**config.mk**
```make
export PLATFORM = sky130hd
export DESIGN_NAME = matrix_vector_mac_flat
export DESIGN_NICKNAME = d
export VERILOG_FILES = /design/src/rtl/matrix_vector_mac_if.sv /design/src/rtl/matrix_vector_mac.sv /design/src/flat_wrapper.sv
export SDC_FILE = /design/constraint.sdc
export NUM_CORES = 1
export LEC_CHECK = 0
export ABC_AREA = 1
export CAP_MARGIN = 5
export CORE_UTILIZATION = 39
export DETAILED_ROUTE_END_ITERATION = 16
export HOLD_SLACK_MARGIN = 0.06
export PLACE_DENSITY = 0.65
export SLEW_MARGIN = 5
export SYNTH_ARGS = -nofsm -noshare
export SYNTH_HDL_FRONTEND = slang
export SYNTH_SLANG_ARGS = --single-unit
```
**constraint.sdc**
```tcl
create_clock -name clk -period 9.5 [get_ports clk]
set_input_delay 1.425 -clock clk [delete_from_list [all_inputs] [get_ports clk]]
set_output_delay 1.425 -clock clk [all_outputs]
set_load 0.02 [all_outputs]
```
**src/rtl/matrix_vector_mac_if.sv**
```systemverilog
// Bundle of weight-load, input-vector and output-vector handshake signals
// for matrix_vector_mac; the master side drives weights and input vectors.
interface matrix_vector_mac_if #(
    parameter int ROWS = 3,
    parameter int COLS = 3,
    parameter int BITS = 16,
    parameter int IN_W = 4
);
    localparam int OUT_W = IN_W + BITS + $clog2(COLS) + 1;
    localparam int ROW_W = (ROWS > 1) ? $clog2(ROWS) : 1;
    localparam int COL_W = (COLS > 1) ? $clog2(COLS) : 1;

    logic                    w_we;
    logic [ROW_W-1:0]        w_row;
    logic [COL_W-1:0]        w_col;
    logic signed [BITS-1:0]  w_data;
    logic                    in_valid;
    logic                    in_ready;
    logic [IN_W-1:0]         input_vector [0:COLS-1];
    logic                    out_valid;
    logic                    out_ready;
    logic signed [OUT_W-1:0] output_vector [0:ROWS-1];
    logic                    busy;

    modport master (
        output w_we, w_row, w_col, w_data, in_valid, input_vector, out_ready,
        input  in_ready, out_valid, output_vector, busy
    );

    modport slave (
        input  w_we, w_row, w_col, w_data, in_valid, input_vector, out_ready,
        output in_ready, out_valid, output_vector, busy
    );
endinterface

```
**src/rtl/matrix_vector_mac.sv**
```systemverilog
// Signed-weight x unsigned-vector multiply-accumulate: one column per cycle,
// all rows in parallel, result held in a registered output vector.
module matrix_vector_mac #(
    parameter int ROWS = 3,
    parameter int COLS = 3,
    parameter int BITS = 16,
    parameter int IN_W = 4
) (
    input  logic                clk,
    input  logic                rst_n,
    matrix_vector_mac_if.slave  bus
);
    localparam int OUT_W = IN_W + BITS + $clog2(COLS) + 1;
    localparam int ROW_W = (ROWS > 1) ? $clog2(ROWS) : 1;
    localparam int COL_W = (COLS > 1) ? $clog2(COLS) : 1;
    localparam int CNT_W = $clog2(COLS + 1);

    typedef enum logic [1:0] {IDLE, COMPUTE, OUTPUT} state_t;

    state_t                  state_reg, state_next;
    logic [CNT_W-1:0]        cnt_reg;
    logic [IN_W-1:0]         x_reg   [0:COLS-1];
    logic signed [BITS-1:0]  w_reg   [0:ROWS-1][0:COLS-1];
    logic signed [OUT_W-1:0] acc_reg [0:ROWS-1];
    logic signed [OUT_W-1:0] out_reg [0:ROWS-1];
    logic                    accept, mac_en, done;
    logic [COL_W-1:0]        col_sel;
    logic signed [OUT_W-1:0] x_ext;

    assign accept  = (state_reg == IDLE) && bus.in_valid;
    assign mac_en  = (state_reg == COMPUTE) && (cnt_reg != CNT_W'(COLS));
    assign done    = (state_reg == COMPUTE) && (cnt_reg == CNT_W'(COLS));
    assign col_sel = cnt_reg[COL_W-1:0];
    // Input elements are unsigned: zero-extend before the signed multiply.
    assign x_ext   = $signed({{(OUT_W-IN_W){1'b0}}, x_reg[col_sel]});

    always_ff @(posedge clk or negedge rst_n) begin
        if (!rst_n) state_reg <= IDLE;
        else        state_reg <= state_next;
    end

    always_comb begin
        state_next = state_reg;
        case (state_reg)
            IDLE:    if (bus.in_valid)  state_next = COMPUTE;
            COMPUTE: if (done)          state_next = OUTPUT;
            OUTPUT:  if (bus.out_ready) state_next = IDLE;
            default:                    state_next = IDLE;
        endcase
    end

    always_comb begin
        bus.in_ready  = (state_reg == IDLE);
        bus.busy      = (state_reg != IDLE);
        bus.out_valid = (state_reg == OUTPUT);
    end

    always_ff @(posedge clk or negedge rst_n) begin
        if (!rst_n) begin
            cnt_reg <= '0;
            for (int i = 0; i < COLS; i++) x_reg[i] <= '0;
        end else if (accept) begin
            cnt_reg <= '0;
            for (int i = 0; i < COLS; i++) x_reg[i] <= bus.input_vector[i];
        end else if (mac_en) begin
            cnt_reg <= cnt_reg + 1'b1;
        end
    end

    genvar gi, gj;
    generate
        for (gi = 0; gi < ROWS; gi++) begin : g_row
            logic signed [OUT_W-1:0] w_ext;
            logic signed [OUT_W-1:0] prod;

            // Rows/columns with no matching index never fire, so
            // out-of-range addresses are dropped without extra logic.
            for (gj = 0; gj < COLS; gj++) begin : g_col
                always_ff @(posedge clk or negedge rst_n) begin
                    if (!rst_n)
                        w_reg[gi][gj] <= '0;
                    else if ((state_reg == IDLE) && bus.w_we &&
                             (bus.w_row == ROW_W'(gi)) && (bus.w_col == COL_W'(gj)))
                        w_reg[gi][gj] <= bus.w_data;
                end
            end

            assign w_ext = OUT_W'(w_reg[gi][col_sel]);
            assign prod  = w_ext * x_ext;

            always_ff @(posedge clk or negedge rst_n) begin
                if (!rst_n)      acc_reg[gi] <= '0;
                else if (accept) acc_reg[gi] <= '0;
                else if (mac_en) acc_reg[gi] <= acc_reg[gi] + prod;
            end

            always_ff @(posedge clk or negedge rst_n) begin
                if (!rst_n)    out_reg[gi] <= '0;
                else if (done) out_reg[gi] <= acc_reg[gi];
            end

            assign bus.output_vector[gi] = out_reg[gi];
        end
    endgenerate
endmodule

```
**src/flat_wrapper.sv**
```systemverilog
// flat-port wrapper written by rule: the top's interface ports become plain ports
module matrix_vector_mac_flat 
#(
    parameter int ROWS = 3,
    parameter int COLS = 3,
    parameter int BITS = 16,
    parameter int IN_W = 4
)
  (clk, rst_n, bus_w_we, bus_w_row, bus_w_col, bus_w_data, bus_in_valid, bus_input_vector, bus_out_ready, bus_in_ready, bus_out_valid, bus_output_vector, bus_busy);
  matrix_vector_mac_if #(.ROWS(ROWS), .COLS(COLS), .BITS(BITS), .IN_W(IN_W)) bus_i ();
  input  logic clk;
  input  logic rst_n;
  input wire logic [$bits(bus_i.w_we)-1:0] bus_w_we;
  input wire logic [$bits(bus_i.w_row)-1:0] bus_w_row;
  input wire logic [$bits(bus_i.w_col)-1:0] bus_w_col;
  input wire logic [$bits(bus_i.w_data)-1:0] bus_w_data;
  input wire logic [$bits(bus_i.in_valid)-1:0] bus_in_valid;
  input wire logic [$bits(bus_i.input_vector)-1:0] bus_input_vector;
  input wire logic [$bits(bus_i.out_ready)-1:0] bus_out_ready;
  output wire logic [$bits(bus_i.in_ready)-1:0] bus_in_ready;
  output wire logic [$bits(bus_i.out_valid)-1:0] bus_out_valid;
  output wire logic [$bits(bus_i.output_vector)-1:0] bus_output_vector;
  output wire logic [$bits(bus_i.busy)-1:0] bus_busy;
  assign bus_i.w_we = bus_w_we;
  assign bus_i.w_row = bus_w_row;
  assign bus_i.w_col = bus_w_col;
  assign bus_i.w_data = bus_w_data;
  assign bus_i.in_valid = bus_in_valid;
  assign bus_i.input_vector = {>>{bus_input_vector}};
  assign bus_i.out_ready = bus_out_ready;
  assign bus_in_ready = bus_i.in_ready;
  assign bus_out_valid = bus_i.out_valid;
  assign bus_output_vector = {>>{bus_i.output_vector}};
  assign bus_busy = bus_i.busy;
  matrix_vector_mac #(.ROWS(ROWS), .COLS(COLS), .BITS(BITS), .IN_W(IN_W)) u_core (.clk(clk), .rst_n(rst_n), .bus(bus_i));
endmodule
```
; Word level (Yosys, flattened, before mapping)
; Cells that the tools add are included.
[totals]
register_bits = 298
inputBits = 37
out_inout_bits = 72
word_cells = 86
[op_classes]
n_addsub = 4
n_mul = 3
order_cmp = 1
n_eq_ne = 11
n_mux = 24
bitwise_logic = 1
n_reduce_logical = 22
[op_table]
columns = operator, n
row1 = two-way mux 23 bit, 6
row2 = binary-select mux 16 bit (select 2 bit), 3
row3 = two-way mux 16 bit, 6
row4 = adder 23 bit, 3
row5 = multiplier 16 x 5 -> 21 bit, 3
row6 = logical AND 1 bit, 16
row7 = two-way mux 2 bit, 5
row8 = binary-select mux 4 bit (select 2 bit), 1
row9 = equality test 2 bit (second input constant), 4
row10 = two-way mux 4 bit, 2
row11 = equality test 2 x 1 -> 1 bit (second input constant), 3
row12 = zero test 2 bit, 3
row13 = inequality test 2 bit (second input constant), 3
row14 = case mux 2 bit (3 select lines), 1
row15 = nonzero test 2 bit, 2
row16 = greater-or-equal comparator 3 bit (second input constant), 1
row17 = inverter 2 -> 3 bit, 1
row18 = AND reduction 3 bit, 1
row19 = adder 2 x 1 -> 2 bit (second input constant), 1
row20 = inequality test 2 x 1 -> 1 bit (second input constant), 1

; Longest topological paths before layout
[depth]
depth_word = 8
depth_mapped = 36
depth_no_buf = 34

; Worst setup path before layout
; No wires, ideal clock.
[synth_path]
kind = register to register
start = register u_core.cnt_reg[0]
end = register u_core.acc_reg[20] (netlist name)
setup_time_ns = 0.130
t_arrival_ns = 5.074
required_ns = 9.370
path_slack_ns = 4.296
path_stages_with_launch = 33
path_buffers = 3
period_less_slack_ns = 5.204
cell_sequence = dfrtp_1 buf_6 inv_4 buf_2 buf_1 nor2_1 o21ai_1 nand2_1 inv_1 ha_1 fa_1 inv_1 fa_1 inv_1 ha_1 nand2_1 nand2_1 nand2_1 nand2_1 nand2_1 nand3_1 a21oi_1 nor2_1 nor2_1 xor2_1 ha_1 nand2_1 nor4_1 nand4_1 nand3_1 a21oi_1 o21ai_0 o21ai_0
[synth_between]
elab_chain_cells = 8
word_cells_on_any_way = 14
cone_classes = 1 x add/sub / 1 x mul / 1 x eq/ne / 8 x mux / 1 x bitwise / 2 x reduce/logical
[synth_lines]
columns = item, line
row1 = from (decl), matrix_vector_mac.sv:21  ; logic [CNT_W-1:0] cnt_reg;
row2 = from (signal assigned), matrix_vector_mac.sv:66  ; cnt_reg <= cnt_reg + 1'b1;
row3 = inverter 2 -> 3 bit (implied by the code), "matrix_vector_mac.sv:35, matrix_vector_mac.sv:88"
row4 = binary-select mux 16 bit (select 2 bit) / binary-select mux 4 bit (select 2 bit) (equally long branches), "matrix_vector_mac.sv:88, matrix_vector_mac.sv:35"
row5 = two-way mux 16 bit (implied by the code) / two-way mux 4 bit (equally long branches) (2 in series), "matrix_vector_mac.sv:88, matrix_vector_mac.sv:35"
row6 = multiplier 16 x 5 -> 21 bit, matrix_vector_mac.sv:89  ; assign prod = w_ext * x_ext;
row7 = adder 23 bit, matrix_vector_mac.sv:94  ; else if (mac_en) acc_reg[gi] <= acc_reg[gi] + prod;
row8 = two-way mux 23 bit, matrix_vector_mac.sv:94
row9 = two-way mux 23 bit, matrix_vector_mac.sv:93  ; else if (accept) acc_reg[gi] <= '0;
row10 = "to (signal, indexed assignment)", matrix_vector_mac.sv:94
row11 = to (decl), matrix_vector_mac.sv:24  ; logic signed [OUT_W-1:0] acc_reg [0:ROWS-1];
; Parallel ways exist; a longest one is shown, timed or not. The select of a mux whose other input is x is not followed.
; A chain may end at the register's enable or synchronous reset.

; Worst setup path after layout
; Same ends and word-level chain as after synthesis.

==> flow_summary.toml <==
[status]
status = "finished clean"

[clock_network]
cts_tree = "done"
hold_buffers = 0
clk_latency_ns = 0.57
cts_buffers = 35
post-cts-setup-buffers = 0
path_clk_slew_ns = 0.06
cts-htree-levels = 2
post_cts_resize_count = 0
clockBufferDepth = 3
clock-sinks = 298
clockRootBuffer = "clkbuf_16"

[grt]
overflow = 0
first_global_vias = 19150
grt_use_total_pct = 19.84
grt_max_degree = 110
grt_pass1_wl_mm = 98.07
antenna_found_initial = 2

[placement]
post_dp_cell_area_sq_um = 24990
pre_cts_ws_ns = 2.814
dpl.hpwl_mm = 43.84
gp_congestion = 0.8842
buffer_ports.inserted = 108

[finish]
diodes = 0
nets = 3544
drive_gt1_share_pct = 4.039
design_area_sq_um = 26180
seqCellArea_sq_um = 7458
multiInputGateArea_sq_um = 13220
fill_cells = 5903
area_delta_synth_final_pct = 12.82
largest_reg_flops = 144

[worst_hold_path]
holdPathStages = 2
holdCritPathClass = "reg -> reg"
hold_start = "u_core.w_reg[91]$_DFFE_PN0P_"
hold_end = "u_core.w_reg[91]$_DFFE_PN0P_"

[route]
dr.first_iter.drc_count = 1529
drc = 0
vias = 19730
wire_per_inst_um = 14.60
viasPerCell = 4.913
wl_mm = 58.64
postRouteAntennaNets = 0
dr.pass1.iters = 6

[timing]
worst_slew_pin_slew_ns = 1.025
relSlewSlack_pct = 31.47
fin_crit_sh_pct = 71.63
final_hold_viol_count = 0
fin_setup_tns_ns = 0
setup_viol = 0
fmax_ghz = 0.1470
fin_ws_ns = 2.695
slew_viol_final = 0
whs_ns = 0.4809
fin_crit_ns = 6.805
rsz0062_at_grt = "no"
final.setup_skew_ns = 0.01868

[synth]
seq_area_frac_synth_pct = 32.14
synth_warnings = 0
synth_edf_count = 0
synthArstFlopShare_pct = 100.0
synthFlopType = "dfrtp_1"
syn-instance-count = 3156
synth_cell_types = 42
avgSynthCellArea_sq_um = 7.352
syn-cell-area_sq_um = 23200
ys_seq_elements = 298
synth_fp_nets = 3482

[worst_setup_path]
cp_max_fo = 43
worstReg2RegStart = "u_core.cnt_reg[0]$_DFFE_PN0P_"
startpoint_type = "register"
required_ns = 9.92
end_kind = "register"
critical_path.slowest_cell = "nor4_1"
rrSetupSlack_ns = 2.70
r2r_end = "u_core.acc_reg[20]$_DFFE_PN0P_"
cp.arrival_ns = 7.23
r2r.worst_path.cells = 30
cpMostUsedCell = "nand2_1"
worstSetupPathType = "reg -> reg"
slowest_delay_ns = 0.55

[die]
die_area_sq_um = 60480
die_height_um = 245.9
start_util_pct = 39.39
rows = 89
io_pins = 109
core_area_sq_um = 58910
die_x_um = 245.9

[job]
maxCapViolCount = 0
stage by stage:
stage,util (%),std cells
6_report,44.44,4016
5_1_grt,44.44,4016
4_1_cts,44.44,4016
3_5_place_dp,42.42,3954
3_3_place_gp,42.42,3954
2_1_floorplan,-,3156
worst max-delay path by stage:
stage                                        from                        endpoint  slack, ns  cells past startpoint
floorplan           u_core.cnt_reg[0]$_DFFE_PN0P_  u_core.acc_reg[20]$_DFFE_PN0P_       4.30                     32
global placement    u_core.cnt_reg[0]$_DFFE_PN0P_  u_core.acc_reg[20]$_DFFE_PN0P_       2.89                     30
detailed placement  u_core.cnt_reg[0]$_DFFE_PN0P_  u_core.acc_reg[20]$_DFFE_PN0P_       2.81                     30
CTS                 u_core.cnt_reg[0]$_DFFE_PN0P_  u_core.acc_reg[20]$_DFFE_PN0P_       2.76                     30
global route        u_core.cnt_reg[1]$_DFFE_PN0P_  u_core.acc_reg[20]$_DFFE_PN0P_       2.19                     31
finish              u_core.cnt_reg[0]$_DFFE_PN0P_  u_core.acc_reg[20]$_DFFE_PN0P_       2.70                     30
area by class of cell:
cell class | instances | share of cell area [%]
clock buffer | 49 | 3.814
tap | 773 | 3.694
timing repair buffer | 123 | 4.579
multi-input combinational | 2190 | 50.51
clock inverter | 13 | 0.7313
inverter | 570 | 8.182
sequential | 298 | 28.49
Yosys cell counts, drive strengths merged, types with 17 or more instances:
| library cell | instances | share of area [%] |
|---|---|---|
| a21oi | 147 | 3.2 |
| buf | 38 | 0.90 |
| clkbuf | 60 | 0.97 |
| dfrtp | 298 | 32 |
| fa | 102 | 8.8 |
| ha | 187 | 10 |
| inv | 570 | 9.2 |
| mux2 | 19 | 0.92 |
| nand2 | 872 | 14 |
| nand3 | 87 | 2.0 |
| nand4 | 17 | 0.46 |
| nor2 | 191 | 3.2 |
| nor3 | 17 | 0.37 |
| o21ai | 404 | 8.7 |
| o22ai | 21 | 0.57 |
| xnor2 | 20 | 0.75 |
| xor2 | 37 | 1.4 |
worst max-delay path: cells and delay by family (launching register included):
| kind | cells | cell delay (ns) |
|---|---|---|
| AND/OR/NAND/NOR | 12 | 2.09 |
| adder cells (fa/ha/maj) | 5 | 1.94 |
| AO/OA/AOI/OAI | 7 | 1.03 |
| buffers and inverters | 5 | 0.92 |
| flip-flops | 1 | 0.50 |
| XOR/XNOR | 1 | 0.16 |
per-layer routing:
layer / vias to the layer above / global-route usage [%] / routed length [um]
li1: 10060 / - / -
met1: 9157 / 28.86 / 29180
met2: 453 / 31.12 / 25560
met3: 59 / 2.663 / 2930
met4: 2 / 4.384 / 964
met5: - / 0 / 11
cells by family after synthesis:
| group | count (synthesis) | share of synthesized area, % |
|---|---|---|
| and+or+nand+nor | 1206 | 20.88 |
| DFF | 298 | 32.14 |
| buffers and inverters | 668 | 11.10 |
| xor gates and xnor gates | 57 | 2.152 |
| AOI/OAI and AO/OA | 619 | 13.92 |
| muxes | 19 | 0.9221 |
| adders and majority gates | 289 | 18.88 |
layout by cell type (no fill, tap or decap), types with 19 or more instances in the layout:
cell and instances:
a21oi_1 147, clkbuf_16 35, clkdlybuf4s50_1 107, dfrtp_1 297, fa_1 102, ha_1 187
inv_1 564, mux2_2 19, nand2_1 857, nand3_1 83, nor2_1 187, o21ai_0 357
o21ai_1 44, o22ai_1 21, xnor2_1 20, xor2_1 37
Power is not shown: default switching activity piles up to over one toggle a cycle in this logic, so the estimate is an artifact.
